===== config.mk =====
export PLATFORM = sky130hd
export DESIGN_NAME = regfile_wb
export DESIGN_NICKNAME = d
export VERILOG_FILES = /design/src/rtl/regfile_wb_pkg.sv /design/src/rtl/regfile_wb_dbg_port.sv /design/src/rtl/regfile_wb.sv
export SDC_FILE = /design/constraint.sdc
export NUM_CORES = 2
export LEC_CHECK = 0
export ABC_AREA = 1
export CORE_ASPECT_RATIO = 1.4
export CORE_MARGIN = 5
export CORE_UTILIZATION = 40
export DETAILED_ROUTE_END_ITERATION = 10
export PLACE_DENSITY_LB_ADDON = 0.05
export SLEW_MARGIN = 5
export SYNTH_ARGS = -nofsm -noshare
export SYNTH_HDL_FRONTEND = slang
export SYNTH_SLANG_ARGS = --single-unit

===== constraint.sdc =====
create_clock -name clk_i -period 71.1 [get_ports clk_i]
set_input_delay 10.665 -clock clk_i [delete_from_list [all_inputs] [get_ports clk_i]]
set_output_delay 10.665 -clock clk_i [all_outputs]
set_load 0.1 [all_outputs]

===== src/rtl/regfile_wb_pkg.sv =====
// Shared widths, constants, debug FSM encoding and the operand/debug read selector for regfile_wb.
// The selector honours the bypass flag that regfile_wb derives from REGFILE_BYPASS_EN.
package regfile_wb_pkg;

  localparam int DATA_WIDTH  = 32;
  localparam int RADDR_WIDTH = 5;
  localparam int NUM_REGS    = 32;

  localparam logic [RADDR_WIDTH-1:0] ZERO_REG      = 5'd0;
  localparam logic [DATA_WIDTH-1:0]  ZERO          = 32'd0;
  localparam logic                   WRITE_DISABLE = 1'b0;
  localparam logic                   WRITE_ENABLE  = 1'b1;

  typedef enum logic [1:0] {
    DBG_IDLE = 2'd0,
    DBG_READ = 2'd1,
    DBG_ACK  = 2'd2
  } dbg_state_e;

  // x0 is hard-wired to zero; a pending write-back wins over the array only when bypass is built in.
  function automatic logic [DATA_WIDTH-1:0] rf_read(
    input logic [RADDR_WIDTH-1:0] addr,
    input logic [DATA_WIDTH-1:0]  arr_val,
    input logic                   bypass_en,
    input logic                   wb_we,
    input logic [RADDR_WIDTH-1:0] wb_waddr,
    input logic [DATA_WIDTH-1:0]  wb_wdata
  );
    logic [DATA_WIDTH-1:0] val;
    if (addr == ZERO_REG) begin
      val = ZERO;
    end else if (bypass_en && wb_we && (addr == wb_waddr)) begin
      val = wb_wdata;
    end else begin
      val = arr_val;
    end
    return val;
  endfunction

endpackage


===== src/rtl/regfile_wb_dbg_port.sv =====
// Four-phase debug read port: IDLE latches the address, READ samples the register value, ACK holds it.
// The address is latched once per handshake so later dbg_addr_i changes have no effect.
module regfile_dbg_port
  import regfile_wb_pkg::*;
(
  input  logic                   clk_i,
  input  logic                   rst_i,
  input  logic                   dbg_req_i,
  input  logic [RADDR_WIDTH-1:0] dbg_addr_i,
  input  logic [DATA_WIDTH-1:0]  rd_data_i,
  output logic [RADDR_WIDTH-1:0] rd_addr_o,
  output logic                   dbg_ack_o,
  output logic [DATA_WIDTH-1:0]  dbg_data_o
);

  dbg_state_e             state_q, state_d;
  logic [RADDR_WIDTH-1:0] addr_q, addr_d;
  logic [DATA_WIDTH-1:0]  data_q, data_d;
  logic                   ack_q, ack_d;

  // Handshake state and registered outputs.
  always_ff @(posedge clk_i or posedge rst_i) begin
    if (rst_i) begin
      state_q <= DBG_IDLE;
      addr_q  <= ZERO_REG;
      data_q  <= ZERO;
      ack_q   <= 1'b0;
    end else begin
      state_q <= state_d;
      addr_q  <= addr_d;
      data_q  <= data_d;
      ack_q   <= ack_d;
    end
  end

  // Next-state and output decode.
  always_comb begin
    state_d = state_q;
    addr_d  = addr_q;
    data_d  = data_q;
    ack_d   = ack_q;
    case (state_q)
      DBG_IDLE: begin
        ack_d = 1'b0;
        if (dbg_req_i) begin
          addr_d  = dbg_addr_i;
          state_d = DBG_READ;
        end else begin
          state_d = DBG_IDLE;
        end
      end
      DBG_READ: begin
        data_d  = rd_data_i;
        ack_d   = 1'b1;
        state_d = DBG_ACK;
      end
      DBG_ACK: begin
        if (!dbg_req_i) begin
          ack_d   = 1'b0;
          state_d = DBG_IDLE;
        end else begin
          ack_d   = 1'b1;
          state_d = DBG_ACK;
        end
      end
      default: begin
        ack_d   = 1'b0;
        state_d = DBG_IDLE;
      end
    endcase
  end

  assign rd_addr_o  = addr_q;
  assign dbg_ack_o  = ack_q;
  assign dbg_data_o = data_q;

endmodule


===== src/rtl/regfile_wb.sv =====
// 32x32 register file with a one-stage write-back register (2-edge write latency) and a debug read port.
// Define REGFILE_BYPASS_EN to forward the pending write-back value to operand and debug reads.
module regfile_wb
  import regfile_wb_pkg::*;
(
  input  logic                   clk_i,
  input  logic                   rst_i,
  input  logic                   reg_we_i,
  input  logic [RADDR_WIDTH-1:0] reg_waddr_i,
  input  logic [DATA_WIDTH-1:0]  reg_wdata_i,
  input  logic [RADDR_WIDTH-1:0] reg1_raddr_i,
  input  logic [RADDR_WIDTH-1:0] reg2_raddr_i,
  output logic [DATA_WIDTH-1:0]  reg1_rdata_o,
  output logic [DATA_WIDTH-1:0]  reg2_rdata_o,
  input  logic                   dbg_req_i,
  input  logic [RADDR_WIDTH-1:0] dbg_addr_i,
  output logic                   dbg_ack_o,
  output logic [DATA_WIDTH-1:0]  dbg_data_o
);

`ifdef REGFILE_BYPASS_EN
  localparam logic BYPASS_EN = 1'b1;
`else
  localparam logic BYPASS_EN = 1'b0;
`endif

  logic [DATA_WIDTH-1:0]  regs_q [NUM_REGS];
  logic                   wb_we_q;
  logic [RADDR_WIDTH-1:0] wb_waddr_q;
  logic [DATA_WIDTH-1:0]  wb_wdata_q;

  logic [RADDR_WIDTH-1:0] dbg_raddr_s;
  logic [DATA_WIDTH-1:0]  dbg_rdata_s;

  // Capture into the write-back stage while committing the previously held entry.
  always_ff @(posedge clk_i or posedge rst_i) begin
    if (rst_i) begin
      for (int i = 0; i < NUM_REGS; i++) begin
        regs_q[i] <= ZERO;
      end
      wb_we_q    <= WRITE_DISABLE;
      wb_waddr_q <= ZERO_REG;
      wb_wdata_q <= ZERO;
    end else begin
      wb_we_q    <= (reg_we_i && (reg_waddr_i != ZERO_REG)) ? WRITE_ENABLE : WRITE_DISABLE;
      wb_waddr_q <= reg_waddr_i;
      wb_wdata_q <= reg_wdata_i;
      if (wb_we_q) begin
        regs_q[wb_waddr_q] <= wb_wdata_q;
      end
    end
  end

  // Operand and debug read muxes; operands are forced to zero while reset is held.
  always_comb begin
    reg1_rdata_o = ZERO;
    reg2_rdata_o = ZERO;
    dbg_rdata_s  = rf_read(dbg_raddr_s, regs_q[dbg_raddr_s], BYPASS_EN,
                           wb_we_q, wb_waddr_q, wb_wdata_q);
    if (rst_i) begin
      reg1_rdata_o = ZERO;
      reg2_rdata_o = ZERO;
    end else begin
      reg1_rdata_o = rf_read(reg1_raddr_i, regs_q[reg1_raddr_i], BYPASS_EN,
                             wb_we_q, wb_waddr_q, wb_wdata_q);
      reg2_rdata_o = rf_read(reg2_raddr_i, regs_q[reg2_raddr_i], BYPASS_EN,
                             wb_we_q, wb_waddr_q, wb_wdata_q);
    end
  end

  regfile_dbg_port u_dbg_port (
    .clk_i      (clk_i),
    .rst_i      (rst_i),
    .dbg_req_i  (dbg_req_i),
    .dbg_addr_i (dbg_addr_i),
    .rd_data_i  (dbg_rdata_s),
    .rd_addr_o  (dbg_raddr_s),
    .dbg_ack_o  (dbg_ack_o),
    .dbg_data_o (dbg_data_o)
  );

endmodule

==> impl_metrics.tcl <==
set metrics [dict create \
    wl_per_cell_um 26.0 \
    total_leakage_power_nw 39.0 \
    setup_slack_ns 43.74 \
    cts_sinks 1102 \
    track_usage 0.358 \
    cp_max_fo 90 \
    path_buf_inv 6 \
    ys_ff_latch 1102 \
    cts_buffers 130 \
    regArea_um2 27600 \
    multiInputGateArea_um2 36400 \
    drtIter0Drc 10786 \
    crit_top_cell "nand3_1" \
    avgSynthCellArea_um2 6.30 \
    grt_pass1_vias 74055 \
    postSynth.asyncResetShare 1.00 \
    start_util 0.401 \
    cp.arrival_ns 16.70 \
    io_buffer_count 152 \
    syn2layout_area_growth_pct 9.62 \
    hold_class "reg -> reg" \
    layout_commonest_cell "nand2_1" \
    core_area_um2 177000 \
    final.setup.tns_ns 0 \
    critPathTopFamily "buffers and inverters" \
    grt_pass1_wl_um 502000 \
    place_ws_ns 44.01 \
    fmax_mhz 36.5 \
    totalPowerFinal_mw 2.65 \
    antenna_found_initial 16 \
    drt-total-wl_um 344000 \
    htreeDepth 4 \
    outcome "finished clean" \
    clk_latency_ns 0.80 \
    end_kind "output port" \
    fill_cells 18650 \
    holdBufCountCts 0 \
    synth_fp_nets 11359 \
    fin_crit_ns 27.36 \
    ios 153 \
    placedCellCount 12991 \
    rows 183 \
    postCtsSetupBuffers 0 \
    final_cell_mix "nand2_1, nand3_1, o21ai_0" \
    hpwl_um 185000 \
    die_area_um2 187000 \
    detail-route-antenna-nets 0 \
    slew_headroom 0.163 \
    skew_ns 0.0306 \
    drive_gt1_frac 0.0392 \
    ys_seq_area_frac 0.387 \
    netlist_area_um2 71200 \
    viasPerCell 5.90 \
    synth.distinct_cells 24 \
    crit_chain "buf_8, inv_8, buf_4, buf_4, buf_4, nand3_1, nand3_1, nand3_1, nand3_1, nand2_1, nor2_1, clkdlybuf4s50_1" \
    die_w_um 367 \
    critical_path.max_stage_delay_ns 1.23 \
    setup_violations 0 \
    yosysWarnings 0 \
    critPathSlowestCell "clkdlybuf4s50_1" \
    worst_slew_pin_slew_ns 1.26 \
    period_share 0.385 \
    synth_edf_count 0 \
    cts.path.max_buffers 3 \
    fin_util 0.440 \
    grt_overflow 0 \
    nNetsFinal 10870 \
    cp-start-kind "input pin" \
    finalHoldViolations 0 \
    grt_max_degree 179 \
    clk_pin_slew_ns 0.06 \
    critPathKind "in -> out" \
    drc 0 \
    required_ns 60.44 \
    slew_viol_final 0 \
    ys.flop_type "dfrtp_1" \
    synth_cells 11300 \
    max_cap_viol_count 0 \
    vias 78111 \
    die_h_um 509 \
    cts_repair_resize_count 0 \
    root_buffer "clkbuf_16" \
    stdcell_count 13231 \
    rsz0062_at_grt "no" \
    gp_congestion 0.854 \
    first_pass_iters 7 \
    cellPowerDensity_nw_per_um2 34.0 \
    ir_worst_vdd_mv 0.0298 \
    cts_tree "yes" \
]
[metal layers]
| layer | vias to the layer above | wire length (um) | track usage |
|---|---|---|---|
| met1 | 37069 | 136000 | 0.461 |
| met4 | 8 | 22700 | 0.199 |
| met3 | 1100 | 34700 | 0.0665 |
| li1 | 35175 | - | - |
| met2 | 4759 | 151000 | 0.571 |
| met5 | - | 56 | 0 |
[final timing paths]
kind	slack (ns)	cells past startpoint	startpoint	endpoint
worst max-delay path	43.74	12	reg1_raddr_i[1]	reg1_rdata_o[20]
worst min-delay path	0.48	2	regs_q[685]	regs_q[685]
worst max register to register	65.58	11	u_dbg_port.rd_addr_o[0]	u_dbg_port.dbg_data_o[21]
worst min register to register	0.48	2	regs_q[685]	regs_q[685]
max in group asynchronous	56.83	6	rst_i	regs_q[795]
min in group asynchronous	10.32	2	rst_i	regs_q[759]
[final cells by class]
| cell class | instances | share of cell area |
|---|---|---|
| clock inverters | 40 | 0.00654 |
| inverters | 1052 | 0.0515 |
| clock buffers | 192 | 0.0499 |
| diodes | 8 | 0.000256 |
| flip-flops and latches | 1102 | 0.353 |
| multi-input cells | 8231 | 0.466 |
| well taps | 2312 | 0.0370 |
| repair buffers | 294 | 0.0351 |
[power by group]
group	switching [mW]	total, mW	internal (mW)
combinational	0.804	1.09	0.290
sequential	0.0981	0.844	0.746
clock	0.294	0.713	0.419
total	1.20	2.65	1.45
[worst min-delay path, stage by stage, from the launching register on]
cell and delay, ns:
dfrtp_1 0.34, nand2_1 0.05, o21ai_0 0.05
[state kept, by name (all words and copies together), names as in the netlist]
name                   cells
wb_wdata_q                32
u_dbg_port.dbg_data_o     32
u_dbg_port.state_q         2
wb_we_q                    1
u_dbg_port.rd_addr_o       5
wb_waddr_q                 5
u_dbg_port.dbg_ack_o       1
regs_q                  1024
[kinds of logic (layout without fill, tap and decap cells)]
family	Yosys count	in the layout	share of synthesized area
adders and majority gates	3	3	0.000527
AOI/OAI and AO/OA	1363	1363	0.103
buffers and inverters	1967	1578	0.105
DFF	1102	1102	0.387
and+or+nand+nor	6865	6865	0.405
other	0	8	0
[synth_stat cells, drive strengths merged, types with 8 or more instances]
cell / number / area share
nand2: 4212 / 0.22
nand3: 2354 / 0.17
o21ai: 1129 / 0.079
dfrtp: 1102 / 0.39
inv: 1050 / 0.055
clkbuf: 736 / 0.039
nor2: 275 / 0.015
o211ai: 201 / 0.021
buf: 179 / 0.011
a21oi: 32 / 0.0022
nor3: 12 / 0.0011
or2: 8 / 0.00070
[per-stage QoR]
step                      hold slack [ns]  cell area [um^2]
after floorplan                     0.453             71200
after global placement              0.466             73700
after detailed placement            0.472             73700
after CTS                           0.487             78100
after global routing                0.494             78100
final                               0.482             78100
Power figures use the tool's default switching activity.
